File: config.mk
export PLATFORM = sky130hd
export DESIGN_NAME = mult_div_unit
export DESIGN_NICKNAME = d
export VERILOG_FILES = /design/src/rtl/mult_div_unit.sv
export SDC_FILE = /design/constraint.sdc
export NUM_CORES = 1
export LEC_CHECK = 0
export ABC_AREA = 1
export CAP_MARGIN = 20
export CORE_MARGIN = 4
export CORE_UTILIZATION = 46
export DETAILED_ROUTE_END_ITERATION = 7
export PLACE_DENSITY_LB_ADDON = 0.15
export REMOVE_ABC_BUFFERS = 1
export SLEW_MARGIN = 20
export SYNTH_ARGS = -nofsm -noshare
export SYNTH_HDL_FRONTEND = slang
export SYNTH_SLANG_ARGS = --single-unit
File: constraint.sdc
create_clock -name clk -period 3.15 [get_ports clk]
set_input_delay 0.315 -clock clk [delete_from_list [all_inputs] [get_ports clk]]
set_output_delay 0.315 -clock clk [all_outputs]
set_load 0.03 [all_outputs]
File: src/rtl/mult_div_unit.sv
// Multiply/divide unit with HI/LO result registers.
// Signed ops run on operand magnitudes and fix the sign in a final FIX cycle.
// The multiply is either iterative shift-add (one bit per clock) or a single
// full-width product. The divide is always restoring, one quotient bit per clock.
// HI/LO change only on the FIX exit edge, or directly on an MTHI/MTLO accept.
module mult_div_unit #(
  parameter int WIDTH    = 32,
  parameter int MUL_ITER = 1
) (
  input  logic             clk,
  input  logic             rst_n,
  input  logic             op_valid,
  output logic             op_ready,
  input  logic [2:0]       op,
  input  logic [WIDTH-1:0] rs_data,
  input  logic [WIDTH-1:0] rt_data,
  output logic [WIDTH-1:0] hi,
  output logic [WIDTH-1:0] lo,
  output logic             busy,
  output logic             done
);

  localparam int CW = $clog2(WIDTH) + 1;
  localparam logic [CW-1:0]      CNT_LAST = CW'(WIDTH - 1);
  localparam logic [CW-1:0]      CNT_ONE  = CW'(1);
  localparam logic [WIDTH-1:0]   ONE_W    = WIDTH'(1);
  localparam logic [2*WIDTH-1:0] ONE_2W   = (2 * WIDTH)'(1);
  localparam logic [WIDTH-1:0]   ZERO_W   = '0;
  localparam logic [WIDTH-1:0]   ALL1_W   = '1;

  localparam logic [2:0] OP_MULT  = 3'd0;
  localparam logic [2:0] OP_MULTU = 3'd1;
  localparam logic [2:0] OP_DIV   = 3'd2;
  localparam logic [2:0] OP_DIVU  = 3'd3;
  localparam logic [2:0] OP_MTHI  = 3'd4;
  localparam logic [2:0] OP_MTLO  = 3'd5;

  typedef enum logic [1:0] {IDLE, MUL, DIV, FIX} state_t;

  state_t               state_q, state_d;
  logic [WIDTH-1:0]     hi_q, hi_d;
  logic [WIDTH-1:0]     lo_q, lo_d;
  logic                 done_q, done_d;
  logic [2*WIDTH-1:0]   acc_q, acc_d;   // product, or {remainder, quotient}
  logic [WIDTH-1:0]     a_q, a_d;       // multiplicand magnitude
  logic [WIDTH-1:0]     b_q, b_d;       // multiplier / divisor magnitude
  logic [WIDTH-1:0]     rs_q, rs_d;     // raw dividend, returned on divide by zero
  logic [CW-1:0]        cnt_q, cnt_d;
  logic                 neg_q, neg_d;   // product / quotient negative
  logic                 rneg_q, rneg_d; // remainder negative
  logic                 divz_q, divz_d;
  logic                 is_div_q, is_div_d;

  logic                 sgn_op;
  logic [WIDTH:0]       mul_sum;
  logic [WIDTH:0]       div_shl;
  logic [WIDTH:0]       div_diff;

  // Two's-complement magnitude of v when it is a signed operand.
  function automatic logic [WIDTH-1:0] mag(input logic [WIDTH-1:0] v, input logic sgn);
    return (sgn && v[WIDTH-1]) ? (~v + ONE_W) : v;
  endfunction

  // Conditional negate of a single-width result.
  function automatic logic [WIDTH-1:0] cond_neg_w(input logic [WIDTH-1:0] v, input logic n);
    return n ? (~v + ONE_W) : v;
  endfunction

  // Conditional negate of a double-width product.
  function automatic logic [2*WIDTH-1:0] cond_neg_2w(input logic [2*WIDTH-1:0] v, input logic n);
    return n ? (~v + ONE_2W) : v;
  endfunction

  // Next-state, iteration datapath and HI/LO update.
  always_comb begin
    state_d  = state_q;
    hi_d     = hi_q;
    lo_d     = lo_q;
    done_d   = 1'b0;
    acc_d    = acc_q;
    a_d      = a_q;
    b_d      = b_q;
    rs_d     = rs_q;
    cnt_d    = cnt_q;
    neg_d    = neg_q;
    rneg_d   = rneg_q;
    divz_d   = divz_q;
    is_div_d = is_div_q;
    sgn_op   = (op == OP_MULT) || (op == OP_DIV);
    mul_sum  = {1'b0, acc_q[2*WIDTH-1:WIDTH]} + (acc_q[0] ? {1'b0, a_q} : {1'b0, ZERO_W});
    div_shl  = {acc_q[2*WIDTH-1:WIDTH], acc_q[WIDTH-1]};
    div_diff = div_shl - {1'b0, b_q};

    case (state_q)
      IDLE: begin
        if (op_valid) begin
          case (op)
            OP_MULT, OP_MULTU: begin
              a_d      = mag(rs_data, sgn_op);
              b_d      = mag(rt_data, sgn_op);
              neg_d    = sgn_op & (rs_data[WIDTH-1] ^ rt_data[WIDTH-1]);
              rneg_d   = 1'b0;
              divz_d   = 1'b0;
              is_div_d = 1'b0;
              acc_d    = {ZERO_W, mag(rt_data, sgn_op)};
              cnt_d    = '0;
              state_d  = MUL;
            end
            OP_DIV, OP_DIVU: begin
              a_d      = mag(rs_data, sgn_op);
              b_d      = mag(rt_data, sgn_op);
              neg_d    = sgn_op & (rs_data[WIDTH-1] ^ rt_data[WIDTH-1]);
              rneg_d   = sgn_op & rs_data[WIDTH-1];
              divz_d   = (rt_data == ZERO_W);
              is_div_d = 1'b1;
              rs_d     = rs_data;
              acc_d    = {ZERO_W, mag(rs_data, sgn_op)};
              cnt_d    = '0;
              state_d  = DIV;
            end
            OP_MTHI: hi_d = rs_data;
            OP_MTLO: lo_d = rs_data;
            default: ;  // reserved ops are consumed without effect
          endcase
        end
      end
      MUL: begin
        if (MUL_ITER == 0) begin
          acc_d   = {ZERO_W, a_q} * {ZERO_W, b_q};
          state_d = FIX;
        end else begin
          // Add multiplicand into the upper half when the multiplier LSB is set,
          // then shift the whole accumulator right, carry included.
          acc_d = {mul_sum, acc_q[WIDTH-1:1]};
          cnt_d = cnt_q + CNT_ONE;
          if (cnt_q == CNT_LAST) state_d = FIX;
        end
      end
      DIV: begin
        // Restoring step: shift in the next dividend bit, keep the difference if non-negative.
        if (div_diff[WIDTH]) acc_d = {div_shl[WIDTH-1:0], acc_q[WIDTH-2:0], 1'b0};
        else                 acc_d = {div_diff[WIDTH-1:0], acc_q[WIDTH-2:0], 1'b1};
        cnt_d = cnt_q + CNT_ONE;
        if (cnt_q == CNT_LAST) state_d = FIX;
      end
      FIX: begin
        state_d = IDLE;
        done_d  = 1'b1;
        if (is_div_q) begin
          if (divz_q) begin
            lo_d = ALL1_W;
            hi_d = rs_q;
          end else begin
            lo_d = cond_neg_w(acc_q[WIDTH-1:0], neg_q);
            hi_d = cond_neg_w(acc_q[2*WIDTH-1:WIDTH], rneg_q);
          end
        end else begin
          {hi_d, lo_d} = cond_neg_2w(acc_q, neg_q);
        end
      end
      default: state_d = IDLE;
    endcase
  end

  // State and datapath registers; asynchronous reset clears everything.
  always_ff @(posedge clk or negedge rst_n) begin
    if (!rst_n) begin
      state_q  <= IDLE;
      hi_q     <= '0;
      lo_q     <= '0;
      done_q   <= 1'b0;
      acc_q    <= '0;
      a_q      <= '0;
      b_q      <= '0;
      rs_q     <= '0;
      cnt_q    <= '0;
      neg_q    <= 1'b0;
      rneg_q   <= 1'b0;
      divz_q   <= 1'b0;
      is_div_q <= 1'b0;
    end else begin
      state_q  <= state_d;
      hi_q     <= hi_d;
      lo_q     <= lo_d;
      done_q   <= done_d;
      acc_q    <= acc_d;
      a_q      <= a_d;
      b_q      <= b_d;
      rs_q     <= rs_d;
      cnt_q    <= cnt_d;
      neg_q    <= neg_d;
      rneg_q   <= rneg_d;
      divz_q   <= divz_d;
      is_div_q <= is_div_d;
    end
  end

  assign busy     = (state_q != IDLE);
  assign op_ready = ~busy;
  assign hi       = hi_q;
  assign lo       = lo_q;
  assign done     = done_q;

endmodule

# == Yosys cells after proc, flatten, opt, wreduce, memory -nomap -nowiden ==
# Index checks and enable logic that the tools add are counted.
# classes
bitwise,9
muxes,31
eq_ne,15
reduce_logical,23
add_sub_neg,8
# op_table
operator,count
$mux 32,13
$mux 64,3
$pmux 64 s3,1
$add 32x1->32 const B,4
$not 32->32,4
$pmux 32 s2,2
$pmux 64 s2,1
$add 64x1->64 const B,1
$not 64->64,1
$add 32x32->33,1
$sub 33x32->33,1
$logic_not 32->1,1
$reduce_and 3->1,8
$mux 6,2
$pmux 6 s2,1
$reduce_bool 2->1,4
$add 6x1->6 const B,1
$eq 3x2->1 const B,2
$eq 3x3->1 const B,2
$eq 6x5->1 const B,1
$ne 2x1->1 const B,3
$pmux 1 s2,3
$pmux 2 s3,1
$reduce_or 2->1,3
other kinds (17),22
# word_totals
out_inout_bits,67
input_bits,70
ff_bits,237
elab_cells,99

# == Logic depth before layout (Yosys ltp) ==
# logic_depth
word_depth,7
ltp_mapped,22
mapped_depth_nobuf,20

# == Least setup slack after synthesis ==
# No wires, ideal clock.
# synth_path
path_type,register -> register
startpoint,reg acc_q[0]
endpoint,reg acc_q[63]
required_ns,3.033
synth_period_minus_slack_ns,2.442
t_arrival_ns,2.326
path_buffers,2
path_slack_ns,0.708
stages_incl_launch_ff,23
setup_time_ns,0.117
cell_sequence,dfrtp_1 -> buf_6 -> clkbuf_1 -> nand2_1 -> inv_1 -> ha_1 -> fa_1 -> nand2_1 -> nand2_1 -> o21ai_0 -> inv_1 -> nand2_1 -> nand2_1 -> nand2_1 -> nand2_1 -> nand2_1 -> nand2_1 -> nand2_1 -> nand2_1 -> nand2_1 -> nand2_1 -> nand2_1 -> nand2_1
# synth_between
elab_chain_len,3
# synth_rtl
element,line_no,source
"start, declared",44,"logic [2*WIDTH-1:0] acc_q, acc_d;"
"start signal, assigned",172,acc_q <= '0;
"start signal, assigned",186,acc_q <= acc_d;
$mux 32,90,"mul_sum = {1'b0, acc_q[2*WIDTH-1:WIDTH]} + (acc_q[0] ? {1'b0, a_q} : {1'b0, ZERO_W});"
$add 32x32->33,90,
$pmux 64 s3,94,case (state_q)
# No other way between the ends.
# A chain may end at the register's enable or synchronous reset.

# == Final worst setup path ==
# layout_path
startpoint,reg acc_q[33]
endpoint,reg hi_q[10] (netlist: hi[10])
# layout_between
elab_chain_len,6
word_cells_on_any_way,9
classes_between,add/sub (2); mux (5); bitwise (2)
# layout_rtl
element,line_no,source
$not 32->32,66,return n ? (~v + ONE_W) : v;
$add 32x1->32,66,
$mux 32,66,
$mux 32,150,if (divz_q) begin
$mux 32 (*),149,if (is_div_q) begin
$pmux 32 s2 (*),94,
"end signal, assigned",183,hi_q <= hi_d;
"end, declared",41,"logic [WIDTH-1:0] hi_q, hi_d;"
# Mark *: on every way between the ends. The rest lies on a longest branch, timed or not.

==> flow_metrics.tcl <==
set metrics [dict create \
    grt_max_degree 106 \
    ys.flop_type "dfrtp_1" \
    min_period_ns 2.91 \
    start_util 0.468 \
    synth_edf_count 0 \
    hp-class "input pin to async pin" \
    viasPerCell 5.69 \
    syn_to_final_growth_pct 16.8 \
    ys_ff_latch 237 \
    drive_above_1_share 0.0610 \
    p_leak_nw 13.0 \
    syn_avg_cell_area_sq_um 5.96 \
    worst_pin_slew_ns 0.942 \
    netlist_area_sq_um 21300 \
    cp-end-kind "flip-flop" \
    dp_hpwl_microns 76700 \
    p_total_w 0.0327 \
    worstPathRequired_ns 3.70 \
    drtIter0Drc 3302 \
    critical_path_class "flip-flop to flip-flop" \
    cpLargestDelayFamily "simple AND/OR/NAND/NOR gates" \
    core_sq_um 45600 \
    cts_made_buffers 31 \
    setup_viol 0 \
    first_pass_iters 8 \
    cp_cell_sequence "inv_1, ha_1, nand2_1, nor2_1, nand2_1, nand2_1, o21ai_0, a21oi_1, a21oi_1, o21ai_0, nand2_1, a21oi_1" \
    via_count 24700 \
    drc 0 \
    setup_tns_ns 0 \
    fin_crit_sh 0.924 \
    clockBufferDepth 3 \
    cts_root_buf "clkbuf_16" \
    power_density_nw_per_um2 1310 \
    grt_setup_unrepaired "no" \
    die_width_microns 223 \
    diodes 0 \
    cp_common_cell "nand2_1" \
    path_buf_inv 1 \
    drv_slew 0 \
    skew_ns 0.0293 \
    cts.sinks 237 \
    vdd_drop_max_uv 1240 \
    cts_tree "done" \
    worstPathArrival_ns 3.46 \
    grt_use_total 0.375 \
    cp-start-kind "flip-flop" \
    ys_seq_area_frac 0.278 \
    antenna_found_initial 0 \
    path_max_fanout 8 \
    fmaxAchievable_mhz 344 \
    path_clk_slew_ns 0.07 \
    die_height_microns 223 \
    max_stage_delay_ns 0.54 \
    grt_pass1_wl_microns 143000 \
    first_global_vias 22700 \
    maxCapViolCount 0 \
    hold_violations 0 \
    antenna_left 0 \
    placedCellCount 4278 \
    ys_async_sr_fraction 1.00 \
    yosysWarnings 0 \
    final_nets 3858 \
    outcome "complete, no violations" \
    port_buffers 136 \
    final_cells 4336 \
    final_core_util 0.546 \
    syn_inst 3573 \
    rows 78 \
    ys_types 54 \
    crit_slowest_cell "dfrtp_1" \
    clock_latency_ns 0.63 \
    slew_headroom 0.372 \
    io_pins 137 \
    overflow 0 \
    wl_per_cell_microns 22.2 \
    htreeDepth 1 \
    die_area_sq_um 49800 \
    drt_wl_total_microns 96300 \
    place.gp.congestion 1.03 \
]
## where the power goes
part	switching (W)	internal (W)
registers	0.00145	0.00457
logic	0.0157	0.00691
clock network	0.00164	0.00247
## metal layers
layer / vias up / wire [microns] / track usage / share of wire
li1: 11800 / - / - / -
met1: 11400 / 41700 / 0.549 / 0.43
met2: 1337 / 40100 / 0.550 / 0.42
met3: 223 / 9470 / 0.0574 / 0.098
met4: 0 / 5070 / 0.160 / 0.053
met5: - / 0 / 0 / 0
## cell usage after synthesis (all sizes together) (29+ instances only)
library cell | n | area (sq um)
nor2 | 498 | 1920
xor2 | 48 | 420
nand3 | 336 | 1710
nand4 | 29 | 181
clkbuf | 86 | 324
o21ai | 236 | 1180
buf | 42 | 260
nand2 | 1240 | 4780
a21oi | 178 | 910
nor3 | 29 | 145
dfrtp | 237 | 5930
ha | 74 | 926
inv | 386 | 1450
## placed cells by master (no fill, tap or decap), types with 14 or more instances in the layout
cell type and instances:
ha_1 73, nand4_1 29, inv_1 381, xor2_1 48, dfrtp_1 236, clkbuf_16 31
nand2_2 22, nand2_1 1210, o21ai_1 16, nor3_1 29, clkdlybuf4s50_1 135, a21oi_1 174
nand3b_1 24, buf_4 88, nor2_1 482, nand3_1 332, a221oi_1 17, o21ai_0 219
a31oi_1 14
## timing repair
| item | 4_1_cts | 5_1_grt |
|---|---|---|
| endpoints found under the setup margin | 0 | 17 |
| hold buffers | 1 | 0 |
| buffers inserted | 0 | 0 |
| gates resized for setup | 0 | 2 |
| hold endpoints to repair | 65 | 0 |
## sequential cells by signal, indices dropped and copies added (netlist names), 2 cells and up
| signal | flops |
|---|---|
| cnt_q | 6 |
| b_q | 32 |
| hi | 32 |
| a_q | 32 |
| lo | 32 |
| state_q | 2 |
| acc_q | 64 |
| rs_q | 32 |
## kinds of logic after synthesis
| logic type | Yosys count | synth area share |
|---|---|---|
| AND/OR/NAND/NOR | 2182 | 0.426 |
| adder cells (fa/ha/maj) | 76 | 0.0453 |
| flip-flops | 237 | 0.278 |
| AO/OA/AOI/OAI | 502 | 0.130 |
| buffers and inverters | 518 | 0.0961 |
| XOR/XNOR | 58 | 0.0238 |
## stage by stage
step	area (sq um)	hold WS, ns	worst slack (ns)
floorplan	20700	0.0194	-1.76
detailed placement	23700	0.340	0.239
CTS	24900	0.291	0.205
global placement	23700	0.337	0.295
global route	24900	0.330	0.0353
finish	24900	0.268	0.239
## path summary, 6_finish.rpt
| kind | startpoint | to | slack [ns] | cells past startpoint |
|---|---|---|---|---|
| setup / recovery | acc_q[33]$_DFFE_PN0P_ | hi[10]$_DFFE_PN0P_ | 0.24 | 12 |
| max in group asynchronous | rst_n | neg_q$_DFFE_PN0P_ | 2.03 | 3 |
| hold reg to reg | a_q[31]$_DFFE_PN0P_ | a_q[31]$_DFFE_PN0P_ | 0.48 | 2 |
| min in group clk | rs_data[0] | lo[0]$_DFFE_PN0P_ | 0.37 | 3 |
| setup reg to reg | acc_q[33]$_DFFE_PN0P_ | hi[10]$_DFFE_PN0P_ | 0.24 | 12 |
| hold / removal | rst_n | lo[29]$_DFFE_PN0P_ | 0.27 | 2 |
## layout make-up
| type | count | area [sq um] |
|---|---|---|
| Fill cell | 4773 | 20700 |
| Multi-Input combinational cell | 2818 | 13400 |
| Sequential cell | 237 | 5930 |
| Timing Repair Buffer | 234 | 2220 |
| Inverter | 390 | 1460 |
| Clock buffer | 37 | 828 |
| Tap cell | 600 | 751 |
| Clock inverter | 20 | 319 |
(Power assumes the default switching activity.)
